<file path="src/rtl/vga_sync_gen.sv">
// VGA raster timing generator: pixel-rate divider, h/v counters, sync pulses,
// frame strobe and registered, blanked RGB output.
module vga_sync_gen #(
  parameter int HD      = 640,
  parameter int HF      = 16,
  parameter int HB      = 48,
  parameter int HR      = 96,
  parameter int VD      = 480,
  parameter int VF      = 10,
  parameter int VB      = 33,
  parameter int VR      = 2,
  parameter int CLK_DIV = 2
) (
  input  logic       clk,
  input  logic       reset,
  input  logic [2:0] rgb_in,
  output logic       hsync,
  output logic       vsync,
  output logic       video_on,
  output logic       p_tick,
  output logic [9:0] pix_x,
  output logic [9:0] pix_y,
  output logic       frame_tick,
  output logic [2:0] rgb_out
);

  // Counter limits; HMAX and VMAX must fit in the 10-bit counters.
  localparam logic [9:0] HMAX     = 10'(HD + HF + HB + HR - 1);
  localparam logic [9:0] VMAX     = 10'(VD + VF + VB + VR - 1);
  localparam logic [9:0] H_DISP   = 10'(HD);
  localparam logic [9:0] V_DISP   = 10'(VD);
  localparam logic [9:0] HS_START = 10'(HD + HF);
  localparam logic [9:0] HS_END   = 10'(HD + HF + HR - 1);
  localparam logic [9:0] VS_START = 10'(VD + VF);
  localparam logic [9:0] VS_END   = 10'(VD + VF + VR - 1);

  localparam int DIV_W = (CLK_DIV > 1) ? $clog2(CLK_DIV) : 1;
  localparam logic [DIV_W-1:0] DIV_LAST = DIV_W'(CLK_DIV - 1);
  localparam logic [DIV_W-1:0] DIV_ONE  = DIV_W'(1);

  logic [DIV_W-1:0] div_reg, div_next;
  logic [9:0]       h_count_reg, h_next;
  logic [9:0]       v_count_reg, v_next;
  logic             hsync_reg, vsync_reg;
  logic             frame_tick_reg;
  logic [2:0]       rgb_reg;
  logic             h_end, v_end;
  logic             tick;

  assign tick  = (div_reg == DIV_LAST) & reset;
  assign h_end = (h_count_reg == HMAX);
  assign v_end = (v_count_reg == VMAX);

  always_comb begin
    div_next = (div_reg == DIV_LAST) ? '0 : div_reg + DIV_ONE;
    h_next   = h_count_reg;
    v_next   = v_count_reg;
    if (tick) begin
      h_next = h_end ? 10'd0 : h_count_reg + 10'd1;
      if (h_end)
        v_next = v_end ? 10'd0 : v_count_reg + 10'd1;
    end
  end

  // Syncs are registered from the next-state counters so they align with pix_x/pix_y.
  always_ff @(posedge clk) begin
    if (!reset) begin
      div_reg        <= '0;
      h_count_reg    <= 10'd0;
      v_count_reg    <= 10'd0;
      hsync_reg      <= 1'b1;
      vsync_reg      <= 1'b1;
      frame_tick_reg <= 1'b0;
      rgb_reg        <= 3'b000;
    end else begin
      div_reg        <= div_next;
      h_count_reg    <= h_next;
      v_count_reg    <= v_next;
      hsync_reg      <= ~((h_next >= HS_START) && (h_next <= HS_END));
      vsync_reg      <= ~((v_next >= VS_START) && (v_next <= VS_END));
      frame_tick_reg <= tick & h_end & v_end;
      if (tick)
        rgb_reg <= video_on ? rgb_in : 3'b000;
    end
  end

  assign video_on   = (h_count_reg < H_DISP) && (v_count_reg < V_DISP);
  assign p_tick     = tick;
  assign pix_x      = h_count_reg;
  assign pix_y      = v_count_reg;
  assign hsync      = hsync_reg;
  assign vsync      = vsync_reg;
  assign frame_tick = frame_tick_reg;
  assign rgb_out    = rgb_reg;

endmodule

</file>
<file path="config.mk">
export PLATFORM = sky130hd
export DESIGN_NAME = vga_sync_gen
export DESIGN_NICKNAME = d
export VERILOG_FILES = /design/src/rtl/vga_sync_gen.sv
export SDC_FILE = /design/constraint.sdc
export NUM_CORES = 1
export LEC_CHECK = 0
export CAP_MARGIN = 5
export CORE_AREA = 2 2 64 66
export CTS_BUF_LIST = sky130_fd_sc_hd__clkbuf_8
export CTS_CLUSTER_DIAMETER = 30
export CTS_CLUSTER_SIZE = 14
export DETAILED_ROUTE_END_ITERATION = 16
export DIE_AREA = 0 0 66 68
export PLACE_DENSITY = 0.66
export SLEW_MARGIN = 10
export SYNTH_ARGS = -nofsm -noshare
export SYNTH_HDL_FRONTEND = slang
export SYNTH_SLANG_ARGS = --single-unit
</file>
<file path="constraint.sdc">
create_clock -name clk -period 2.3 [get_ports clk]
set_input_delay 0.345 -clock clk [delete_from_list [all_inputs] [get_ports clk]]
set_output_delay 0.345 -clock clk [all_outputs]
set_load 0.005 [all_outputs]
</file>
# Word-level counts from Yosys, hierarchy flattened

Index checks and enable logic that the tools add are counted.

Register bits: 27
Output and inout bits: 28
Input bits: 5
Logic and storage cells: 34

$lt $le $gt $ge: 6
Bitwise gates (word level): 6
Muxes and demuxes: 6
Eq/ne operators: 2
Reduce and logical (&&, ||, !) cells: 4
Add/subtract/negate cells: 3

Operators by type and width:

| cell                  | count |
|---|---|
| $mux 10               | 5 |
| $add 10x1->10 const B | 2 |
| $eq 10x10->1 const B  | 2 |
| $ge 10x10->1 const B  | 1 |
| $ge 10x9->1 const B   | 1 |
| $le 10x10->1 const B  | 1 |
| $le 10x9->1 const B   | 1 |
| $lt 10x10->1 const B  | 1 |
| $lt 10x9->1 const B   | 1 |
| $and 1x1->1           | 3 |
| $logic_and 1x1->1     | 3 |
| $mux 3                | 1 |
| $not 1->1             | 3 |
| $reduce_or 2->1       | 1 |
| $add 1x1->1 const B   | 1 |

# Logic depth before layout (Yosys ltp)

Gate-level depths: netlist of the first run.

Depth after elaboration: 7
Depth in mapped cells: 9
Depth with buffers taken out: 8

# Worst setup path after synthesis of the first run

No wires, ideal clock.

Path type: register -> register
From: register h_count_reg[0] (netlist: pix_x[0])
To: register vsync_reg (netlist: vsync)
Stages on the path, launching flop included: 9
Required time: 2.166 ns
Setup slack: 0.081 ns
Clock period less this slack: 2.219 ns
Arrival time: 2.084 ns
Path buffers: 1
Setup time: 0.134 ns
Cells stage by stage: dfxtp_1 ha_1 nand4_1 or4_1 clkbuf_2 nor3_1 xnor2_1 nand4_1 or4_1

Word-level cells in the longest chain between the ends: 6
Elaborated cells on any way between the ends: 7
Those cells by class: order compare: 2; eq/ne: 1; mux: 2; bitwise: 1; reduce/logical: 1

Ends and longest elaborated chain:

| what                                       | RTL line | text |
|---|---|---|
| start, declared                            | 42       | `logic [9:0] h_count_reg, h_next;` |
| start signal, assigned                     | 77       | `h_count_reg <= h_next;` |
| $eq 10x10->1 (*)                           | 51       | `assign h_end = (h_count_reg == HMAX);` |
| $mux 10 (*)                                | 60       | `if (h_end)` |
| $mux 10 (*)                                | 58       | `if (tick) begin` |
| $ge 10x9->1 or $le 10x9->1 (tied branches) | 80       | `vsync_reg <= ~((v_next >= VS_START) && (v_next <= VS_END));` |
| $logic_and 1x1->1 (*)                      | 80       |  |
| $not 1->1 (*)                              | 80       |  |
| end signal, assigned                       | 80       |  |
| end, declared                              | 44       | `logic hsync_reg, vsync_reg;` |

Every way passes the cells marked *; elsewhere a longest branch is shown, timed or not.
A chain may end at the register's enable or synchronous reset.

# Worst setup path after layout of the first run

From: register h_count_reg[1] (netlist: pix_x[1])
To: register vsync_reg (netlist: vsync)

The elaborated chain is that of the path after synthesis.

==> out/results.ini, run 1 <==
[setup_path]
crit_end=vsync
ff2ff_path_depth=7
cp_data_required_time_ps=2460
worstSetupStartpointType=register
reg2reg_from=pix_x[1]
arrival_ps=2370
cp_max_fo=4
reg2reg_to=vsync
endpoint_kind=register
r2r_setup_slack_ps=90
crit_start=pix_x[1]
timing_worst_setup_path_type=register to register

[logic_synthesis]
synth_flop_cell=dfxtp_1
synth.most_common_cell=dfxtp_1
syn_nets=184
avgSynthCellArea_um2=8.18
syn-cell-area_um2=1440
synth_edf_count=0
yosysWarnings=0
synthCells=176
synth.top_cell.area_share_pct=37.5
synthTopCellsByArea=dfxtp_1, nor2_1, xnor2_1, nand2_1, nand3_1
synth_commonest_cells=dfxtp_1, nor2_1, nand2_1
synth_cell_types=45
seq_area_frac_synth_pct=37.5
synthArstFlopShare_pct=0
yosys.area.top_type=dfxtp_1
synth-seq-cells=27

[grt]
first_global_vias=1317
grt_start_max_net_pins=19
grt_first_pass_wirelength_um=5910
track_usage_pct=17.0
antenna_found_initial=0
globalRouteOverflowTotal=0

[cts]
clk_pin_slew_ps=90
cts-htree-levels=1
cts_tree=built
postCtsHoldBufs=0
cts_buffers=3
cts_max_path_buffers=2
root_buffer=clkbuf_8
worstSkewPairLatency_ps=270
numClockSinks=27

[detailed_routing]
drtAntennaViolNets=0
vias=1476
vias_per_cell=5.16
dr.first_iter.drc_count=43
drc=0
wl_per_cell_um=12.6
dr.pass1.iters=4
totalWireLength_um=3590

[place]
gp_congestion=0.870
place_ws_ps=-195
io_buffers=32
dp_cells=280
hpwl_um=2730

[timing]
max_slew_margin_pct=61.6
fin_skew_ps=7.10
final.setup.worst_slack_ps=91.6
hold_violations=0
tightest_slew_ps=570
setup_viol=0
fin_crit_sh_pct=96.0
period_needed_ps=2210
final_max_slew_viol_count=0
holdWs_ps=482
max_freq_ghz=0.453

[floorplan]
coreArea_um2=3860
start_util_pct=37.3
die_width_um=66
dieArea_um2=4490
fp.dieH_um=68
rows=23
io_pins=33

[worst_hold_path]
hold_path_class=register to register
hold_start=rgb_out[2]

[power_and_ir_drop]
p_total_w=0.000799
irDropWorstVdd_mv=0.234
power_density_nw_per_um2=382
p_leak_nw=0.761

[cells_and_area]
area_growth_pct=45.4
fin_nets=245
fin_util_pct=54.3
diodes=0
drive_gt1_share_pct=19.5
stdcell_count=286

[flow_run]
maxCapViolations=0

[run_status]
status=finished, final reports clean

per-layer routing:
metal / vias up / routed length, um / track usage [%]
met1: 695 / 1680 / 21.3
li1: 743 / - / -
met4: 0 / 53 / 6.63
met5: - / 0 / 0
met3: 6 / 124 / 2.47
met2: 32 / 1730 / 29.4
how the worst min path moves through the flow:
stage / endpoint / slack, ps / cells past startpoint
3_5_place_dp: rgb_out[2] / 460 / 1
6_report: rgb_out[2] / 480 / 1
5_1_grt: rgb_out[2] / 490 / 1
2_1_floorplan: rgb_out[0] / 470 / 1
3_3_place_gp: rgb_out[2] / 460 / 1
4_1_cts: rgb_out[2] / 490 / 1
critical path, cell delays in order (launching register included):
cell     delay, ps
dfxtp_1        340
ha_1           170
nand4_1        170
or3_4          370
or3_1          330
a22oi_1        210
nand4_1        100
or4_1          390
logic make-up after synthesis:
logic type	synth area share (%)
mux	0.695
simple gates	32.9
buf+inv	4.17
fa+ha+maj	2.61
compound gates	15.4
flops	37.5
xor+xnor	6.69
area by class of cell:
type | count | area [um^2]
clock buffer | 3 | 41.3
clock inverter | 1 | 5.00
fill | 374 | 1760
inverter | 5 | 18.8
multi-input combinational | 134 | 848
sequential | 27 | 543
tap | 50 | 62.6
timing repair buffer | 66 | 576
where the power goes:
part / leakage [nW] / internal (W) / switching (W)
Clock: 0.0255 / 0.000121 / 0.000146
Combinational: 0.516 / 0.0000318 / 0.0000207
Sequential: 0.219 / 0.000474 / 0.00000530
metrics by stage:
stage               setup TNS, ps  cell area (um^2)
finish                          0              2090
global route                -26.0              2090
CTS                             0              2070
detailed placement           -195              2020
global placement             -166              2020
floorplan                       0              1440
layout by cell type (no fill, tap or decap), types with 2 or more instances in the layout:
cell             count
nand3_1              9
o21ai_0              4
a21boi_0             4
ha_1                 3
dfxtp_2              2
nor4_1               2
dfxtp_1             25
and2_1               7
nor3b_1              2
buf_4               34
nand2_1             16
nand3b_1             3
clkdlybuf4s50_1     32
xor2_1               4
or3_1                2
nand4_1              7
a22o_1               3
nand2b_1             3
nor3_1               5
clkbuf_8             3
nor2b_1              6
xnor2_1              7
a21oi_1              7
o31ai_1              2
inv_1                5
nor2_1              17
repair_timing:
action,CTS,global route
endpoints found under the setup margin,0,1
buffers inserted,0,2
resized for setup,0,4
Power figures use the tool's default switching activity.
==> inputs of run 2 (changes only) <==
--- a/config.mk
+++ b/config.mk
@@ -5,14 +5,13 @@
 export SDC_FILE = /design/constraint.sdc
 export NUM_CORES = 1
 export LEC_CHECK = 0
-export CAP_MARGIN = 5
-export CORE_AREA = 2 2 64 66
+export CORE_AREA = 2 2 67 62
 export CTS_BUF_LIST = sky130_fd_sc_hd__clkbuf_8
 export CTS_CLUSTER_DIAMETER = 30
 export CTS_CLUSTER_SIZE = 14
 export DETAILED_ROUTE_END_ITERATION = 16
-export DIE_AREA = 0 0 66 68
-export PLACE_DENSITY = 0.66
+export DIE_AREA = 0 0 69 64
+export PLACE_DENSITY = 0.67
 export SLEW_MARGIN = 10
 export SYNTH_ARGS = -nofsm -noshare
 export SYNTH_HDL_FRONTEND = slang
==> out/results.ini, run 2 (synthesis gave the netlist of run 1 again) <==
[place]
hpwl_um=2900
place_area_um2=2000
gp_congestion=0.871
io_buffers=32
dp_cells=274

[cells_and_area]
area_growth_pct=45.8
fin_nets=241
postLayoutCellArea_um2=2100
drive_gt1_share_pct=20.7
stdcell_count=278
final_cell_mix=clkdlybuf4s50_1, buf_4, dfxtp_1
diodes=0
layout_commonest_cell=clkdlybuf4s50_1

[detailed_routing]
dr.first_iter.drc_count=50
vias=1454
wl_per_cell_um=14.1
drc=0
totalWireLength_um=3920
vias_per_cell=5.23
drtAntennaViolNets=0
dr.pass1.iters=4

[power_and_ir_drop]
p_total_w=0.000808
irDropWorstVdd_mv=0.249
p_leak_nw=0.743
power_density_nw_per_um2=385

[floorplan]
dieArea_um2=4420
start_util_pct=39.1
io_pins=33
coreArea_um2=3680
fp.dieH_um=64
die_width_um=69
rows=21

[setup_path]
cp_slowest_cell=or4_1
cp_top_family=simple AND/OR/NAND/NOR gates
worstSetupStartpointType=register
critPathBufInv=0
timing_worst_setup_path_type=register to register
arrival_ps=2380
cp_max_fo=3
cp_cell_sequence=ha_2 -> nand4_1 -> or3_4 -> or3_4 -> a22oi_2 -> nand4_1 -> or4_1
max_stage_delay_ps=430
cp_data_required_time_ps=2450
endpoint_kind=register

[grt]
antenna_found_initial=0
grt_start_max_net_pins=19
grt_first_pass_wirelength_um=6760
globalRouteOverflowTotal=0
track_usage_pct=18.8
first_global_vias=1459

[timing]
hold_violations=0
max_freq_ghz=0.449
holdWs_ps=483
fin_skew_ps=7.10
setup_viol=0
period_needed_ps=2230
fin_crit_sh_pct=96.9
tightest_slew_ps=550
final_max_slew_viol_count=0
max_slew_margin_pct=63.0
rsz0062_at_grt=false
setup-tns-final_ps=0

[worst_hold_path]
hold_path_class=register to register

[run_status]
status=finished, final reports clean

[cts]
cts-htree-levels=1
cts_buffers=3
cts_tree=built
cts_max_path_buffers=2
worstSkewPairLatency_ps=280
root_buffer=clkbuf_8
clk_pin_slew_ps=90
numClockSinks=27

[flow_run]
maxCapViolations=0

## run 2: cell count changes in the layout (fill, tap and decap cells not counted), sizes merged
cell / change
buf: -4
inv: +1
clkinv: -1
## run 2: worst paths after layout
path	start	endpoint	slack (ps)	cells past startpoint
worst max register to register	pix_x[0]	vsync	70	7
worst max-delay path	pix_x[0]	vsync	70	7
worst min-delay path	rgb_out[1]	rgb_out[1]	480	1
worst min register to register	rgb_out[1]	rgb_out[1]	480	1
## run 2: final cells by class
class                      instances  area (um^2)
clock buffer                       3         41.3
inverter                           5         18.8
sequential                        27          544
fill                             359         1580
clock inverter                     1         3.75
timing repair buffer              62          546
multi-input combinational        134          888
tap                               46         57.6
## run 2: where the power goes
part | switching [W] | internal [W] | total [W]
sequential | 0.00000381 | 0.000474 | 0.000478
clock | 0.000153 | 0.000120 | 0.000273
combinational | 0.0000227 | 0.0000333 | 0.0000560
total | 0.000180 | 0.000628 | 0.000808
## run 2: routing by layer
layer  up-vias  part of all wire, %  global-route usage, %
met5         -                    0                      0
met3         5                  4.5                   2.05
met2        50                   46                   31.0
met1       664                   48                   24.5
met4         0                  1.9                   9.31
li1        735                    -                      -
## run 2: repair_timing
item	4_1_cts	5_1_grt
hold endpoints to repair	0	0
endpoints found under the setup margin	1	1
gates resized for setup	2	9
buffers inserted	0	0
hold buffers	0	0
pin swaps	1	1
## run 2: metrics by stage
step           setup slack, ps  util, %
2_1_floorplan             81.4        -
3_3_place_gp              -176     54.4
3_5_place_dp              -309     54.4
4_1_cts                   11.4     56.2
5_1_grt                   15.5     57.1
6_report                  70.9     57.1
